File: src/rtl/bcd_pkg.sv
// Shared BCD digit type, range constants and the load-clamp helper used by the
// tick-driven BCD counter.
package bcd_pkg;

  typedef logic [3:0] bcd_digit_t;

  localparam bcd_digit_t BCD_MAX = 4'd9;
  localparam bcd_digit_t BCD_MIN = 4'd0;

  // Non-BCD nibbles (A..F) are forced to the largest legal digit.
  function automatic bcd_digit_t bcd_clamp(input bcd_digit_t d);
    return (d > BCD_MAX) ? BCD_MAX : d;
  endfunction

endpackage

File: src/rtl/bcd_digit.sv
// One BCD digit register with a carry/borrow ripple in and out.
// Down counting exists only when TICK_BCD_COUNTER_DOWN_EN is defined.
module bcd_digit
  import bcd_pkg::*;
(
  input  logic       clk_i,
  input  logic       reset_ni,
  input  logic       clear_i,
  input  logic       load_i,
  input  logic [3:0] load_digit_i,
  input  logic       up_i,
  input  logic       cin_i,
  output logic       cout_o,
  output logic [3:0] digit_o,
  output logic       at_max_o,
  output logic       at_min_o
);

  bcd_digit_t digit_q;
  bcd_digit_t step_d;

  // cin_i means "this digit steps this cycle"; cout_o passes the step on
  // when the digit rolls over, so the whole chain settles within one cycle.
  always_comb begin
    step_d = digit_q;
    cout_o = 1'b0;
`ifdef TICK_BCD_COUNTER_DOWN_EN
    if (up_i) begin
      cout_o = cin_i & (digit_q == BCD_MAX);
      step_d = (digit_q == BCD_MAX) ? BCD_MIN : digit_q + 4'd1;
    end else begin
      cout_o = cin_i & (digit_q == BCD_MIN);
      step_d = (digit_q == BCD_MIN) ? BCD_MAX : digit_q - 4'd1;
    end
`else
    cout_o = cin_i & (digit_q == BCD_MAX);
    step_d = (digit_q == BCD_MAX) ? BCD_MIN : digit_q + 4'd1;
`endif
  end

`ifndef TICK_BCD_COUNTER_DOWN_EN
  logic unused_up;
  assign unused_up = up_i;
`endif

  always_ff @(posedge clk_i or negedge reset_ni) begin
    if (!reset_ni)    digit_q <= BCD_MIN;
    else if (clear_i) digit_q <= BCD_MIN;
    else if (load_i)  digit_q <= bcd_clamp(load_digit_i);
    else if (cin_i)   digit_q <= step_d;
  end

  assign digit_o  = digit_q;
  assign at_max_o = (digit_q == BCD_MAX);
  assign at_min_o = (digit_q == BCD_MIN);

endmodule

File: src/rtl/tick_bcd_counter.sv
// Multi-digit BCD counter advanced by an upstream tick strobe; wraps or
// saturates at the range limit. Define TICK_BCD_COUNTER_DOWN_EN for up/down.
module tick_bcd_counter
  import bcd_pkg::*;
#(
  parameter int DIGITS_N = 4,
  parameter int WRAP     = 1
) (
  input  logic                  clk_i,
  input  logic                  reset_ni,
  input  logic                  tick_i,
  input  logic                  enable_i,
  input  logic                  clear_i,
  input  logic                  load_i,
  input  logic [4*DIGITS_N-1:0] load_value_i,
  input  logic                  up_i,
  output logic [4*DIGITS_N-1:0] digits_o,
  output logic                  carry_o,
  output logic                  at_limit_o
);

  if (DIGITS_N < 1 || DIGITS_N > 8) begin : g_bad_digits
    $error("tick_bcd_counter: DIGITS_N must be 1..8");
  end

  logic                dir_up;
  logic                tick_qual;
  logic                limit_hit;
  logic                carry_q;
  logic [DIGITS_N:0]   chain;
  logic [DIGITS_N-1:0] at_max;
  logic [DIGITS_N-1:0] at_min;

`ifdef TICK_BCD_COUNTER_DOWN_EN
  assign dir_up = up_i;
`else
  logic unused_up;
  assign unused_up = up_i;
  assign dir_up    = 1'b1;
`endif

  // Clear and load outrank the tick, so a tick in the same cycle is dropped.
  assign tick_qual  = tick_i & enable_i & ~clear_i & ~load_i;
  assign at_limit_o = dir_up ? (&at_max) : (&at_min);
  assign limit_hit  = tick_qual & at_limit_o;

  // In saturate mode a tick at the limit never enters the chain.
  assign chain[0] = tick_qual & ~(limit_hit & (WRAP == 0));

  for (genvar i = 0; i < DIGITS_N; i++) begin : g_digit
    bcd_digit u_digit (
      .clk_i        (clk_i),
      .reset_ni     (reset_ni),
      .clear_i      (clear_i),
      .load_i       (load_i),
      .load_digit_i (load_value_i[4*i +: 4]),
      .up_i         (dir_up),
      .cin_i        (chain[i]),
      .cout_o       (chain[i+1]),
      .digit_o      (digits_o[4*i +: 4]),
      .at_max_o     (at_max[i]),
      .at_min_o     (at_min[i])
    );
  end

  logic unused_chain_top;
  assign unused_chain_top = chain[DIGITS_N];

  // Pulses in the cycle the wrapped (or held) value is presented.
  always_ff @(posedge clk_i or negedge reset_ni) begin
    if (!reset_ni) carry_q <= 1'b0;
    else           carry_q <= limit_hit;
  end

  assign carry_o = carry_q;

endmodule

File: config.mk
export PLATFORM = sky130hd
export DESIGN_NAME = tick_bcd_counter
export DESIGN_NICKNAME = d
export VERILOG_FILES = /design/src/rtl/bcd_pkg.sv /design/src/rtl/bcd_digit.sv /design/src/rtl/tick_bcd_counter.sv
export SDC_FILE = /design/constraint.sdc
export NUM_CORES = 1
export LEC_CHECK = 0
export CAP_MARGIN = 20
export CORE_MARGIN = 2
export CORE_UTILIZATION = 45
export CTS_BUF_LIST = sky130_fd_sc_hd__clkbuf_8 sky130_fd_sc_hd__clkbuf_16
export DETAILED_ROUTE_END_ITERATION = 8
export GPL_TIMING_DRIVEN = 0
export PLACE_DENSITY = 0.89
export SYNTH_ARGS = -nofsm -noshare
export SYNTH_HDL_FRONTEND = slang
export SYNTH_SLANG_ARGS = --single-unit
File: constraint.sdc
create_clock -name clk_i -period 2.9 [get_ports clk_i]
set_input_delay 0.435 -clock clk_i [delete_from_list [all_inputs] [get_ports clk_i]]
set_output_delay 0.435 -clock clk_i [all_outputs]
set_load 0.005 [all_outputs]
==> flow_summary_export.csv <==
group,metric,value,unit
flow_run,max-cap-violations,0,
sta,fin_worst_skew,0.00620,ns
setup_path,crit_buf_inv,3,
floorplanning,die_h,57.2,um
yosys,synthAdderAreaFrac,0.0786,
clock_tree,tritoncts,"built",
final_layout,n_antenna_cell,0,
placed_design,dpl_worst_slack,0.635,ns
yosys,ys_seq_elements,17,
sta,slew-limit-headroom,0.476,
clock_tree,numClockSinks,17,
route,via_per_inst,5.93,
clock_tree,numCtsBuffers,3,
route,wire_per_inst,15.6,um
yosys,muxShareOfSynthArea,0.0393,
final_layout,syn2layout_area_growth,37.2,%
floorplanning,row_count,19,
global_routing,grtUsageTotal,0.219,
final_layout,nets,219,
floorplanning,design.core.area,0.00273,mm^2
worst_hold_path,hold_end,"g_digit[3].u_digit.digit_o[1]",
power_and_ir_drop,power.leakage,0.000717,uW
sta,finalMaxSlewViolations,0,
global_routing,grt_max_degree,18,
sta,min_period_over_period,0.878,
floorplanning,die_area,0.00327,mm^2
power_and_ir_drop,vdd_drop_max,0.000275,V
global_routing,grt_overflow,0,
route,drt_iter0_markers,20,
yosys,synth_cells,144,
clock_tree,root_buffer,"clkbuf_8",
clock_tree,cts.htree.levels,1,
placed_design,dpl.hpwl,2.65,mm
sta,worst_pin_slew,0.784,ns
floorplanning,start_util,0.466,
setup_path,critPathRequiredTime,2.47,ns
final_layout,final_common_cell,"clkdlybuf4s50_1",
route,drc,0,
yosys,synth-seq-area-share,0.334,
clock_tree,hold_buffers,0,
yosys,synth_compound_area_frac,0.227,
clock_tree,clk_pin_slew_worst_paths,0.07,ns
yosys,syn-cell-area,0.00127,mm^2
yosys,synth_cell_types,40,
route,detail_route.wirelength,3.41,mm
yosys,synthesis.nets,175,
setup_path,critPathSlowestCell,"clkdlybuf4s50_1",
route,vias,1292,
setup_path,crit_fanout,7,
setup_path,cp_cell_sequence,"inv_1, ha_1, and3b_1, clkbuf_1, and4_1, clkdlybuf4s50_1",
setup_path,critPathKind,"register to output pin",
floorplanning,pin_count,41,
final_layout,layout_common_cells,"clkdlybuf4s50_1, dfrtp_1, nand2_1",
clock_tree,post_cts_buffers,0,
yosys,syn_avg_cell_area,8.85,um^2
yosys,synth_ff_type,"dfrtp_1",
setup_path,rrSetupSlack,0.90,ns
global_routing,grt_pass1_vias,1298,
sta,hold_viol_final,0,
sta,worst_slack,0.355,ns
setup_path,critPathLaunchType,"register",
worst_hold_path,hold_path_startpoint,"g_digit[3].u_digit.digit_o[1]",
yosys,ys_async_sr_fraction,1.00,
sta,fin_crit,2.55,ns
sta,rsz0062_at_grt,"no",
placed_design,numPortBuffers,39,
power_and_ir_drop,p_per_area,353,mW/mm^2
worst_hold_path,min_path_cells,2,
yosys,synth_top_family_by_area,"simple AND/OR/NAND/NOR gates",
floorplanning,die_w,57.2,um
setup_path,setup.worst_path.start,"g_digit[1].u_digit.digit_o[1]",
setup_path,r2r-end,"g_digit[2].u_digit.digit_o[3]",
final_layout,final_util,0.639,
global_routing,grt_antenna_before_repair,0,
clock_tree,clock_path_buffers,2,
sta,max_clock_freq,0.393,GHz
setup_path,worstSetupEndpointType,"output pin",
sta,setup_viol,0,
yosys,yosys_warnings,0,
clock_tree,ctsResizeCount,0,
route,ant_nets,0,
run_status,status,"complete, no violations",
yosys,yosys.area_share.simple,0.236,
setup_path,reg2reg_depth,8,
setup_path,timing.rr.start,"g_digit[1].u_digit.digit_o[1]",
route,dr.pass1.iters,4,
setup_path,slowest_delay,0.50,ns
setup_path,critPathTopFamily,"buffers and inverters",
global_routing,grt_pass1_wl,5.73,mm
final_layout,drive_gt1_frac,0.0481,
worst_hold_path,hold_class,"register to register",
placed_design,gp_congestion,0.859,
setup_path,arrival,2.11,ns
yosys,synth_edf_count,0,
sta,tns,0,ns
yosys,synth_xor_area_frac,0.0206,
clock_tree,clk_latency,0.26,ns
==> metal layers <==
layer	share of wire	track usage	up-vias
met3	0.042	0.0181	9
li1	-	-	626
met5	0	0	-
met1	0.43	0.269	614
met2	0.51	0.389	43
met4	0.020	0.103	0
==> power by group <==
part	switching, uW	internal [uW]	leakage (uW)	total [uW]
Sequential	23.2	252	0.000226	275
Clock	87.2	94.2	0.0000269	181
Combinational	71.3	89.3	0.000464	161
Total	182	435	0.000717	617
==> worst max-delay path by stage <==
stage,end,slack [ns],cells past startpoint
2_1_floorplan,g_digit[2].u_digit.digit_o[3],1.04,7
3_3_place_gp,at_limit_o,0.70,6
3_5_place_dp,g_digit[1].u_digit.digit_o[0],0.64,5
4_1_cts,at_limit_o,0.37,6
5_1_grt,at_limit_o,0.22,6
6_report,at_limit_o,0.35,6
==> through the flow <==
| stage | total power (uW) | area, um^2 | cells | hold WS, ns |
|---|---|---|---|---|
| after floorplan | 349 | 1270 | 144 | 0.139 |
| after global placement | 431 | 1700 | 214 | 0.544 |
| after detailed placement | 439 | 1700 | 214 | 0.547 |
| after CTS | 618 | 1750 | 218 | 0.563 |
| after global routing | 644 | 1750 | 218 | 0.620 |
| final | 617 | 1750 | 218 | 0.564 |
==> registers in the layout, indices dropped and copies added (netlist names) <==
signal,cells
g_digit.u_digit.digit_o,16
carry_o,1
==> cell families (layout without fill, tap and decap cells) <==
logic type	after synthesis	count (layout)
AOI/OAI and AO/OA	41	41
xor gates and xnor gates	3	3
adders and majority gates	8	8
buffers and inverters	18	61
DFF	17	17
muxes	5	5
and+or+nand+nor	52	52
==> tightest hold or removal path: cells and delay by family (launching register included) <==
family,cells,cell delay (ns)
simple gates,1,0.07
compound gates,1,0.06
flops,1,0.40
==> cell usage after synthesis (2+ instances only) <==
cell       n  area (um^2)
a211oi_1   6         45.0
a21oi_1    7         35.0
a41oi_1    2         17.5
and3b_1    4         35.0
buf_6      2         22.5
clkbuf_1   6         22.5
dfrtp_1   17          425
ha_1       8          100
inv_1     10         37.5
mux2i_1    5         50.1
nand2_1   14         52.6
nand2b_1   4         25.0
nand3_1    3         15.0
nand3b_1   3         22.5
nor2_1     8         30.0
nor3_1     2         10.0
nor3b_1    4         30.0
nor4_1     2         12.5
o21ai_0   10         50.1
o31ai_1    2         15.0
o32ai_1    3         26.3
o41ai_1    2         17.5
xnor2_1    3         26.3
==> layout make-up <==
class                   count  area (um^2)
multi-input cells         109          766
inverters                  10         37.5
well taps                  31         38.8
clock inverters             1         3.75
clock buffers               3         41.3
plain buffers               8         45.0
fillers                   251          986
repair buffers             39          390
flip-flops and latches     17          425
No activity file was read; power rests on OpenSTA's default activity.
